--- config.mk ---
export PLATFORM = sky130hd
export DESIGN_NAME = mult_sched
export DESIGN_NICKNAME = d
export VERILOG_FILES = /design/src/rtl/mult_sched.sv
export SDC_FILE = /design/constraint.sdc
export NUM_CORES = 1
export LEC_CHECK = 0
export BUFFER_PORTS_ARGS = -buffer_cell sky130_fd_sc_hd__buf_2
export CORE_AREA = 2 2 81 83
export CTS_BUF_LIST = sky130_fd_sc_hd__clkbuf_8
export DETAILED_ROUTE_END_ITERATION = 16
export DIE_AREA = 0 0 83 85
export GPL_ROUTABILITY_DRIVEN = 0
export PLACE_DENSITY = 0.8
export SYNTH_ARGS = -nofsm -noshare
export SYNTH_HDL_FRONTEND = slang
export SYNTH_SLANG_ARGS = --single-unit
--- constraint.sdc ---
create_clock -name CLK -period 4.1 [get_ports CLK]
set_clock_uncertainty 0.1 [all_clocks]
set_input_delay 0 -clock CLK [delete_from_list [all_inputs] [get_ports CLK]]
set_output_delay 0 -clock CLK [all_outputs]
set_load 0.02 [all_outputs]
--- src/rtl/mult_sched.sv ---
// Two-client round-robin scheduler that time-shares one multiplier and its product memory.
// Optional read-phase watchdog is built when MULT_SCHED_TIMEOUT_EN is defined.
module mult_sched #(
  parameter int DEPTH          = 64,
  parameter int OP_W           = 16,
  parameter int DATA_W         = 32,
  parameter int TIMEOUT_CYCLES = 256
) (
  input  logic              CLK,
  input  logic              RST,
  input  logic              REQ_c0,
  input  logic              REQ_c1,
  output logic              GNT_c0,
  output logic              GNT_c1,
  input  logic              EN_c0,
  input  logic              EN_c1,
  input  logic [OP_W-1:0]   in0_c0,
  input  logic [OP_W-1:0]   in1_c0,
  input  logic [OP_W-1:0]   in0_c1,
  input  logic [OP_W-1:0]   in1_c1,
  output logic              RDY_c0,
  output logic              RDY_c1,
  output logic              RES_VALID_c0,
  output logic              RES_VALID_c1,
  output logic              RES_LAST_c0,
  output logic              RES_LAST_c1,
  output logic [DATA_W-1:0] RES_DATA_c0,
  output logic [DATA_W-1:0] RES_DATA_c1,
  output logic              EN_mult,
  output logic [OP_W-1:0]   mult_input0,
  output logic [OP_W-1:0]   mult_input1,
  input  logic              RDY_mult,
  output logic              EN_blockRead,
  input  logic              VALID_memVal,
  input  logic [DATA_W-1:0] memVal_data,
  output logic              ERR_timeout
);

  localparam int CW = $clog2(DEPTH) + 1;
  localparam logic [CW-1:0] LAST_BEAT = CW'(DEPTH - 1);

  localparam logic [1:0] S_IDLE     = 2'd0;
  localparam logic [1:0] S_FILL     = 2'd1;
  localparam logic [1:0] S_READ_REQ = 2'd2;
  localparam logic [1:0] S_READ     = 2'd3;

  if (DEPTH < 1 || TIMEOUT_CYCLES < 1) begin : g_param_check
    $error("mult_sched: DEPTH and TIMEOUT_CYCLES must be positive");
  end

  logic [1:0]    state_q, state_d;
  logic          owner_q, owner_d;   // 0 = c0, 1 = c1
  logic          ptr_q, ptr_d;       // client favoured on a simultaneous request
  logic          gnt_q, gnt_d;
  logic [CW-1:0] cnt_q, cnt_d;
  logic          eb_q, eb_d;

  logic in_fill, in_read, win_en, beat_in, beat_out, last_out;

  assign in_fill  = (state_q == S_FILL);
  assign in_read  = (state_q == S_READ_REQ) || (state_q == S_READ);
  assign win_en   = owner_q ? EN_c1 : EN_c0;
  assign beat_in  = in_fill && win_en && RDY_mult;
  assign beat_out = in_read && VALID_memVal;
  assign last_out = beat_out && (cnt_q == LAST_BEAT);

  assign GNT_c0       = gnt_q && !owner_q;
  assign GNT_c1       = gnt_q &&  owner_q;
  assign RDY_c0       = in_fill && !owner_q && RDY_mult;
  assign RDY_c1       = in_fill &&  owner_q && RDY_mult;
  assign EN_mult      = in_fill && win_en;
  assign mult_input0  = in_fill ? (owner_q ? in0_c1 : in0_c0) : '0;
  assign mult_input1  = in_fill ? (owner_q ? in1_c1 : in1_c0) : '0;
  assign EN_blockRead = eb_q;

  // Readback is a zero-latency pass-through, steered only to the owner
  assign RES_VALID_c0 = beat_out && !owner_q;
  assign RES_VALID_c1 = beat_out &&  owner_q;
  assign RES_LAST_c0  = last_out && !owner_q;
  assign RES_LAST_c1  = last_out &&  owner_q;
  assign RES_DATA_c0  = (beat_out && !owner_q) ? memVal_data : '0;
  assign RES_DATA_c1  = (beat_out &&  owner_q) ? memVal_data : '0;

`ifdef MULT_SCHED_TIMEOUT_EN
  localparam int WDW = $clog2(TIMEOUT_CYCLES) + 1;
  localparam logic [WDW-1:0] WD_LAST = WDW'(TIMEOUT_CYCLES - 1);

  logic [WDW-1:0] wd_q, wd_d;
  logic           err_q, err_d;

  assign ERR_timeout = err_q;
`else
  assign ERR_timeout = 1'b0;
`endif

  always_comb begin
    state_d = state_q;
    owner_d = owner_q;
    ptr_d   = ptr_q;
    gnt_d   = gnt_q;
    cnt_d   = cnt_q;
    eb_d    = eb_q;
    case (state_q)
      S_IDLE: begin
        if ((REQ_c0 || REQ_c1) && RDY_mult) begin
          owner_d = (REQ_c0 && REQ_c1) ? ptr_q : REQ_c1;
          gnt_d   = 1'b1;
          cnt_d   = '0;
          state_d = S_FILL;
        end
      end
      S_FILL: begin
        if (beat_in) begin
          if (cnt_q == LAST_BEAT) begin
            cnt_d   = '0;
            eb_d    = 1'b1;
            state_d = S_READ_REQ;
          end else begin
            cnt_d = cnt_q + CW'(1);
          end
        end
      end
      default: begin
        // READ_REQ and READ share the beat logic; the first valid beat is beat 0
        if (beat_out) begin
          eb_d = 1'b0;
          if (last_out) begin
            cnt_d   = '0;
            gnt_d   = 1'b0;
            ptr_d   = ~owner_q;
            state_d = S_IDLE;
          end else begin
            cnt_d   = cnt_q + CW'(1);
            state_d = S_READ;
          end
        end
      end
    endcase

`ifdef MULT_SCHED_TIMEOUT_EN
    err_d = 1'b0;
    wd_d  = '0;
    if (in_read && !VALID_memVal) begin
      if (wd_q == WD_LAST) begin
        err_d   = 1'b1;
        eb_d    = 1'b0;
        gnt_d   = 1'b0;
        cnt_d   = '0;
        ptr_d   = ~owner_q;
        state_d = S_IDLE;
      end else begin
        wd_d = wd_q + WDW'(1);
      end
    end
`endif
  end

  always_ff @(posedge CLK) begin
    if (RST) begin
      state_q <= S_IDLE;
      owner_q <= 1'b0;
      ptr_q   <= 1'b0;
      gnt_q   <= 1'b0;
      cnt_q   <= '0;
      eb_q    <= 1'b0;
    end else begin
      state_q <= state_d;
      owner_q <= owner_d;
      ptr_q   <= ptr_d;
      gnt_q   <= gnt_d;
      cnt_q   <= cnt_d;
      eb_q    <= eb_d;
    end
  end

`ifdef MULT_SCHED_TIMEOUT_EN
  always_ff @(posedge CLK) begin
    if (RST) begin
      wd_q  <= '0;
      err_q <= 1'b0;
    end else begin
      wd_q  <= wd_d;
      err_q <= err_d;
    end
  end
`endif

endmodule

==> key figures, run 1 <==
Run status
  • Outcome: completed

Critical path
  • Crit-path max FO: 33
  • Worst r2r path cells: 4
  • CP max-delay cell: or2b_1
  • CP Capture Type: flip-flop
  • Crit path buffers/inverters: 0
  • Most frequent CP cell: a21oi_1
  • Worst Setup SP: state_q[1]
  • Startpoint Class: flip-flop
  • WP data arrival: 2600 ps
  • FF-to-FF Start: state_q[1]
  • Critical path type: flip-flop to flip-flop
  • Crit path depth: 4
  • WP data required: 4190 ps
  • Critical Path Max Stage Delay: 840 ps
  • CP Cell Sequence: or2b_1 > a21oi_1 > or4b_1 > a21oi_1
  • Kind of cell adding the most delay to the critical path: simple AND/OR/NAND/NOR gates

Min path
  • Hold Path Class: input pin to flip-flop
  • Hold wc startpoint: VALID_memVal
  • Worst hold stages: 4

Clock tree
  • Later-pin clock latency in the skew report: 250 ps
  • H-tree levels: 1
  • Clk slew on worst S/H paths: 60 ps
  • Clock root buffer: clkbuf_8
  • Total clock sinks: 13
  • CTS tree: built
  • TritonCTS buffer count: 3
  • Post-CTS setup buffers: 0
  • Largest buffer count on any clock path: 2

Finish
  • Layout Utilization: 45.0%
  • N_diodes: 0
  • Multi-input logic area: 0.00128 mm2
  • P&R area growth vs syn: 70.0%
  • Nets: 542
  • Most frequent cells in the layout: buf_2 (209), and2_1 (66), nor2_1 (37)
  • Commonest non-fill, non-tap cell in the layout: buf_2
  • Fillers: 628
  • Layout cell share with drive strength beyond 1: 50.0%
  • Register area: 262 um2

Route
  • DRC violations left: 0
  • Wire length per cell: 12.6 um
  • Routed Wire Length: 6480 um
  • Via density: 4.65
  • First DRT Iteration DRCs: 64
  • Post-route ant nets: 0
  • Via Count: 2383
  • 1st-pass router iterations: 4

Timing
  • RSZ-0062 raised after global routing: false
  • Max_slew headroom: 30.8%
  • Fin crit period: 2510 ps
  • Setup tns final: 0 ps
  • Hold Vio Cnt, Final: 0
  • Peak Freq: 0.398 GHz
  • Worst slew pin tran: 1040 ps
  • Final setup viols: 0
  • Pins Over Slew Limit: 0
  • Final period util: 61.3%

Logic synthesis
  • Post-synthesis cell area: 0.00164 mm2
  • Yosys warnings: 0
  • Post-synth top area cell: and2_1
  • Number of synthesized flops with an enable pin: 0
  • Sequential fraction of the synthesis area: 15.8%
  • Predominant post-synthesis flop cell: dfxtp_1
  • Post-synth ARST share: 0%
  • Avg Cell Area, Syn: 6.93 um2
  • Yosys reg bits: 13
  • Unique masters post-synth: 38
  • Gate Count Post-Synth: 237
  • Yosys top cell area share: 25.1%
  • Syn_nets: 342
  • Synth top area cells: and2_1 (25%), mux2i_1 (19%), dfxtp_1 (16%), nor2_1 (8.5%), clkbuf_1 (3.0%)

Placed design
  • PortBufs: 209
  • HPWL after DPL: 5340 um

Power and ir drop
  • Worst vdd ir: 0.0758 mV
  • Internal power: 0.276 mW
  • Gate power share: 42.1%
  • Clock power share: 27.2%
  • Sequential share of power: 30.7%
  • Net Switching: 0.155 mW
  • Leakage power: 1.60 nW
  • Pwr/cell area: 154 mW/mm2
  • Switch share: 35.9%

Floorplanning
  • DIE WIDTH: 83 um
  • Initial Util: 26.5%
  • Core area: 0.00620 mm2
  • Die height: 85 um
  • I/O pins: 211
  • Site row count: 29
  • DIE AREA: 0.00706 mm2

Job
  • Maxcap violations: 0

Global route
  • Gr usage total: 16.9%
  • First-pass GRT wire length: 10000 um
  • Pin count of the biggest net entering global routing: 42
  • Vias in the first global route: 2126
  • GRT overflow: 0
  • Initial antenna violation count: 0
-- worst reg2reg max path: cells and delay by family, from the launching register on --
kind            cells  cell delay, ps
simple gates        2            1400
compound gates      2             490
flops               1             470
-- power groups by stage --
stage               clock network [mW]  registers [mW]  logic (mW)
floorplan                            0           0.134      0.0964
global placement                     0           0.135       0.175
detailed placement                   0           0.135       0.179
CTS                              0.118           0.132       0.182
global route                     0.129           0.133       0.198
finish                           0.117           0.132       0.182
-- state kept, by name (all words and copies together), names as in the netlist --
register,flops
cnt_q,7
owner_q,1
state_q,2
ptr_q,1
EN_blockRead,1
gnt_q,1
-- final cells by class --
class	count	area share [%]
clock buffers	3	1.48
clock inverters	1	0.134
inverters	4	0.538
multi-input cells	201	46.0
flip-flops and latches	13	9.36
well taps	77	3.45
repair buffers	214	39.1
-- cells in the mapped netlist (all sizes together), types with 2 or more instances --
cell,n
and2,66
nor2,38
mux2i,32
clkbuf,13
dfxtp,13
a21oi,8
nand2,8
o21ai,8
buf,6
or3,5
inv,4
nand3,3
nor2b,3
nor3,3
a211oi,2
a31oi,2
and3,2
nand4b,2
o311ai,2
-- layer usage --
metal | wire length (um) | track usage (%) | vias up | part of all wire, %
li1 | - | - | 1194 | -
met1 | 2480 | 19.7 | 1048 | 38
met2 | 3400 | 31.4 | 136 | 52
met3 | 525 | 3.11 | 5 | 8.1
met4 | 70 | 4.92 | 0 | 1.1
met5 | 0 | 0 | - | 0
-- cells by family (layout without fill, tap and decap cells) --
| group | count (synthesis) | in the layout | share of synthesized area, % |
|---|---|---|---|
| other cells | 1 | 1 | 0.228 |
| fa+ha+maj | 1 | 1 | 0.761 |
| compound gates | 29 | 29 | 11.3 |
| mux | 33 | 33 | 20.2 |
| simple gates | 137 | 137 | 45.6 |
| flops | 13 | 13 | 15.8 |
| buf+inv | 23 | 222 | 6.02 |
-- stage by stage --
step	instance area [um2]	setup WS [ps]	cells	power [mW]	hold slack, ps
finish	2790	1590	513	0.431	51.5
detailed placement	2720	1580	506	0.314	228
global route	2790	1320	513	0.459	64.3
global placement	2720	1670	506	0.310	226
floorplan	1640	2440	237	0.230	22.0
CTS	2790	1570	513	0.432	37.7
-- final timing paths --
kind | endpoint | slack (ps)
setup / recovery | cnt_q[0] | 1590
hold / removal | state_q[1] | 50
setup reg to reg | cnt_q[0] | 1590
hold reg to reg | EN_blockRead | 350
-- timing repair --
| action | 4_1_cts | 5_1_grt |
|---|---|---|
| hold buffers | 3 | 0 |
| resized for setup | 0 | 0 |
| hold endpoints to repair | 8 | 0 |
(Power assumes the default switching activity.)
==> run 2: changes to the inputs <==
--- a/config.mk
+++ b/config.mk
@@ -6,12 +6,12 @@
 export NUM_CORES = 1
 export LEC_CHECK = 0
 export BUFFER_PORTS_ARGS = -buffer_cell sky130_fd_sc_hd__buf_2
-export CORE_AREA = 2 2 81 83
+export CORE_AREA = 2 2 82 84
 export CTS_BUF_LIST = sky130_fd_sc_hd__clkbuf_8
 export DETAILED_ROUTE_END_ITERATION = 16
-export DIE_AREA = 0 0 83 85
+export DIE_AREA = 0 0 84 86
 export GPL_ROUTABILITY_DRIVEN = 0
-export PLACE_DENSITY = 0.8
+export PLACE_DENSITY = 0.82
 export SYNTH_ARGS = -nofsm -noshare
 export SYNTH_HDL_FRONTEND = slang
 export SYNTH_SLANG_ARGS = --single-unit
==> constraint.sdc (replaced) <==
create_clock -name CLK -period 2.2 [get_ports CLK]
set_clock_uncertainty 0.1 [all_clocks]
set_input_delay 0 -clock CLK [delete_from_list [all_inputs] [get_ports CLK]]
set_output_delay 0 -clock CLK [all_outputs]
set_load 0.02 [all_outputs]
==> run 2 against run 1 <==
  * Die area rose by 2.4%
  * Final cell count grew 0.58%
  * Register-to-register slack worse by 1200 ps
  * Sequential power is 88% higher
  * Clock power is 81% higher
  * First-iteration DRC count shrank 16%
  * Total power up 85%
  * Count of clock-buffer cells in the layout is the same
  * Sequential cell count did not move
  * Sequential share of layout area shrank 0.075 points
  * Hold slack worse by 17 ps
  * Critical path type is now flip-flop to output pin
  * Largest power group unchanged
==> key figures, run 2 (synthesis gave the netlist of run 1 again) <==
Timing
  • Peak Freq: 0.514 GHz
  • RSZ-0062 raised after global routing: false
  • Final setup viols: 0
  • Fin crit period: 1940 ps
  • Max_slew headroom: 63.1%
  • Setup tns final: 0 ps
  • Pins Over Slew Limit: 0
  • Worst slew pin tran: 554 ps
  • Hold Vio Cnt, Final: 0
  • Final period util: 88.4%

Finish
  • Nets: 545
  • Register with the most flip-flops: cnt_q
  • N_diodes: 0
  • Max reg flops: 7
  • Fillers: 631
  • Non-Filler Instances: 516
  • P&R area growth vs syn: 71.4%
  • Top flop regs: cnt_q: 7 flops, state_q: 2 flops
  • Design area: 0.00282 mm2
  • Most frequent cells in the layout: buf_2 (209), and2_1 (66), nor2_1 (37)
  • Commonest non-fill, non-tap cell in the layout: buf_2
  • Layout cell share with drive strength beyond 1: 50.3%

Global route
  • Initial antenna violation count: 0
  • Gr usage total: 15.9%
  • Vias in the first global route: 2173
  • Pin count of the biggest net entering global routing: 37
  • GRT overflow: 0
  • First-pass GRT wire length: 9680 um

Route
  • First DRT Iteration DRCs: 54
  • 1st-pass router iterations: 4
  • Via density: 4.68
  • Routed Wire Length: 6260 um
  • Via Count: 2413
  • Wire length per cell: 12.1 um
  • Post-route ant nets: 0
  • DRC violations left: 0

Clock tree
  • H-tree levels: 1
  • Later-pin clock latency in the skew report: 250 ps
  • Total clock sinks: 13
  • Post-CTS setup buffers: 0
  • Clock root buffer: clkbuf_8
  • Largest buffer count on any clock path: 2
  • Clk slew on worst S/H paths: 60 ps
  • TritonCTS buffer count: 3
  • Post-CTS Resized: 0
  • CTS tree: built

Job
  • Maxcap violations: 0

Power and ir drop
  • Worst vdd ir: 0.353 mV
  • Leakage power: 1.62 nW
  • Pwr/cell area: 284 mW/mm2

Placed design
  • HPWL after DPL: 5250 um
  • PortBufs: 209
  • Placed cell area: 0.00274 mm2
  • Cells after DPL: 509

Critical path
  • Crit-path max FO: 6
  • CP Capture Type: output pin
  • Kind of cell adding the most delay to the critical path: simple AND/OR/NAND/NOR gates
  • CP Cell Sequence: ha_1 > nand3_1 > or3_1 > nor3_1 > buf_2
  • Critical Path Max Stage Delay: 450 ps
  • Startpoint Class: flip-flop
  • WP data arrival: 1840 ps
  • Critical path type: flip-flop to output pin
  • Crit path buffers/inverters: 1
  • WP data required: 2100 ps
  • CP max-delay cell: or3_1

Run status
  • Outcome: completed

Floorplanning
  • DIE WIDTH: 84 um
  • Die height: 86 um
  • DIE AREA: 0.00722 mm2
  • Core area: 0.00628 mm2
  • Site row count: 29
  • Initial Util: 26.2%
  • I/O pins: 211

Min path
  • Hold Path Class: input pin to flip-flop
## run 2: routing by layer
metal / track usage [%] / vias up / wire length [um] / part of all wire [%]
li1: - / 1205 / - / -
met1: 17.9 / 1048 / 2350 / 38
met2: 30.9 / 152 / 3230 / 52
met3: 3.56 / 8 / 624 / 10
met4: 2.35 / 0 / 57 / 0.91
met5: 0 / - / 0 / 0
## run 2: tightest hold or removal path, cell delays in order
cell,delay (ps)
buf_2,130
nand4_1,120
a21oi_1,70
## run 2: area by class of cell
| type | instances | area, um2 | area share (%) |
|---|---|---|---|
| clock buffers | 3 | 41.3 | 1.47 |
| clock inverters | 1 | 3.75 | 0.133 |
| inverters | 4 | 15.0 | 0.533 |
| multi-input cells | 201 | 1280 | 45.6 |
| flip-flops and latches | 13 | 262 | 9.29 |
| well taps | 77 | 96.3 | 3.42 |
| repair buffers | 217 | 1110 | 39.6 |
## run 2: through the flow
stage	hold WS, ps	setup WS, ps	power (mW)	utilization, %
after global routing	49.4	131	0.851	44.8
after global placement	200	445	0.579	43.7
after floorplan	22.0	535	0.430	-
final	34.9	256	0.798	44.8
after detailed placement	202	397	0.587	43.7
after CTS	30.8	248	0.801	44.8
## run 2: where the power goes
part	internal (mW)	leakage (nW)	switching, mW
logic	0.153	1.49	0.186
clock network	0.123	0.0269	0.0886
registers	0.241	0.106	0.00645
total	0.517	1.62	0.281
## run 2: path summary, 6_finish.rpt
path                startpoint            to  slack, ps  cells after the start
setup / recovery      cnt_q[0]   RES_LAST_c0        260                      5
hold / removal        RDY_mult    state_q[1]         30                      3
setup reg to reg      cnt_q[0]      cnt_q[0]        360                      5
hold reg to reg   EN_blockRead  EN_blockRead        370                      2
## run 2: what timing repair did
item,4_1_cts,5_1_grt
endpoints found under the setup margin,0,0
hold buffers,3,0
endpoints found under the hold margin,8,0
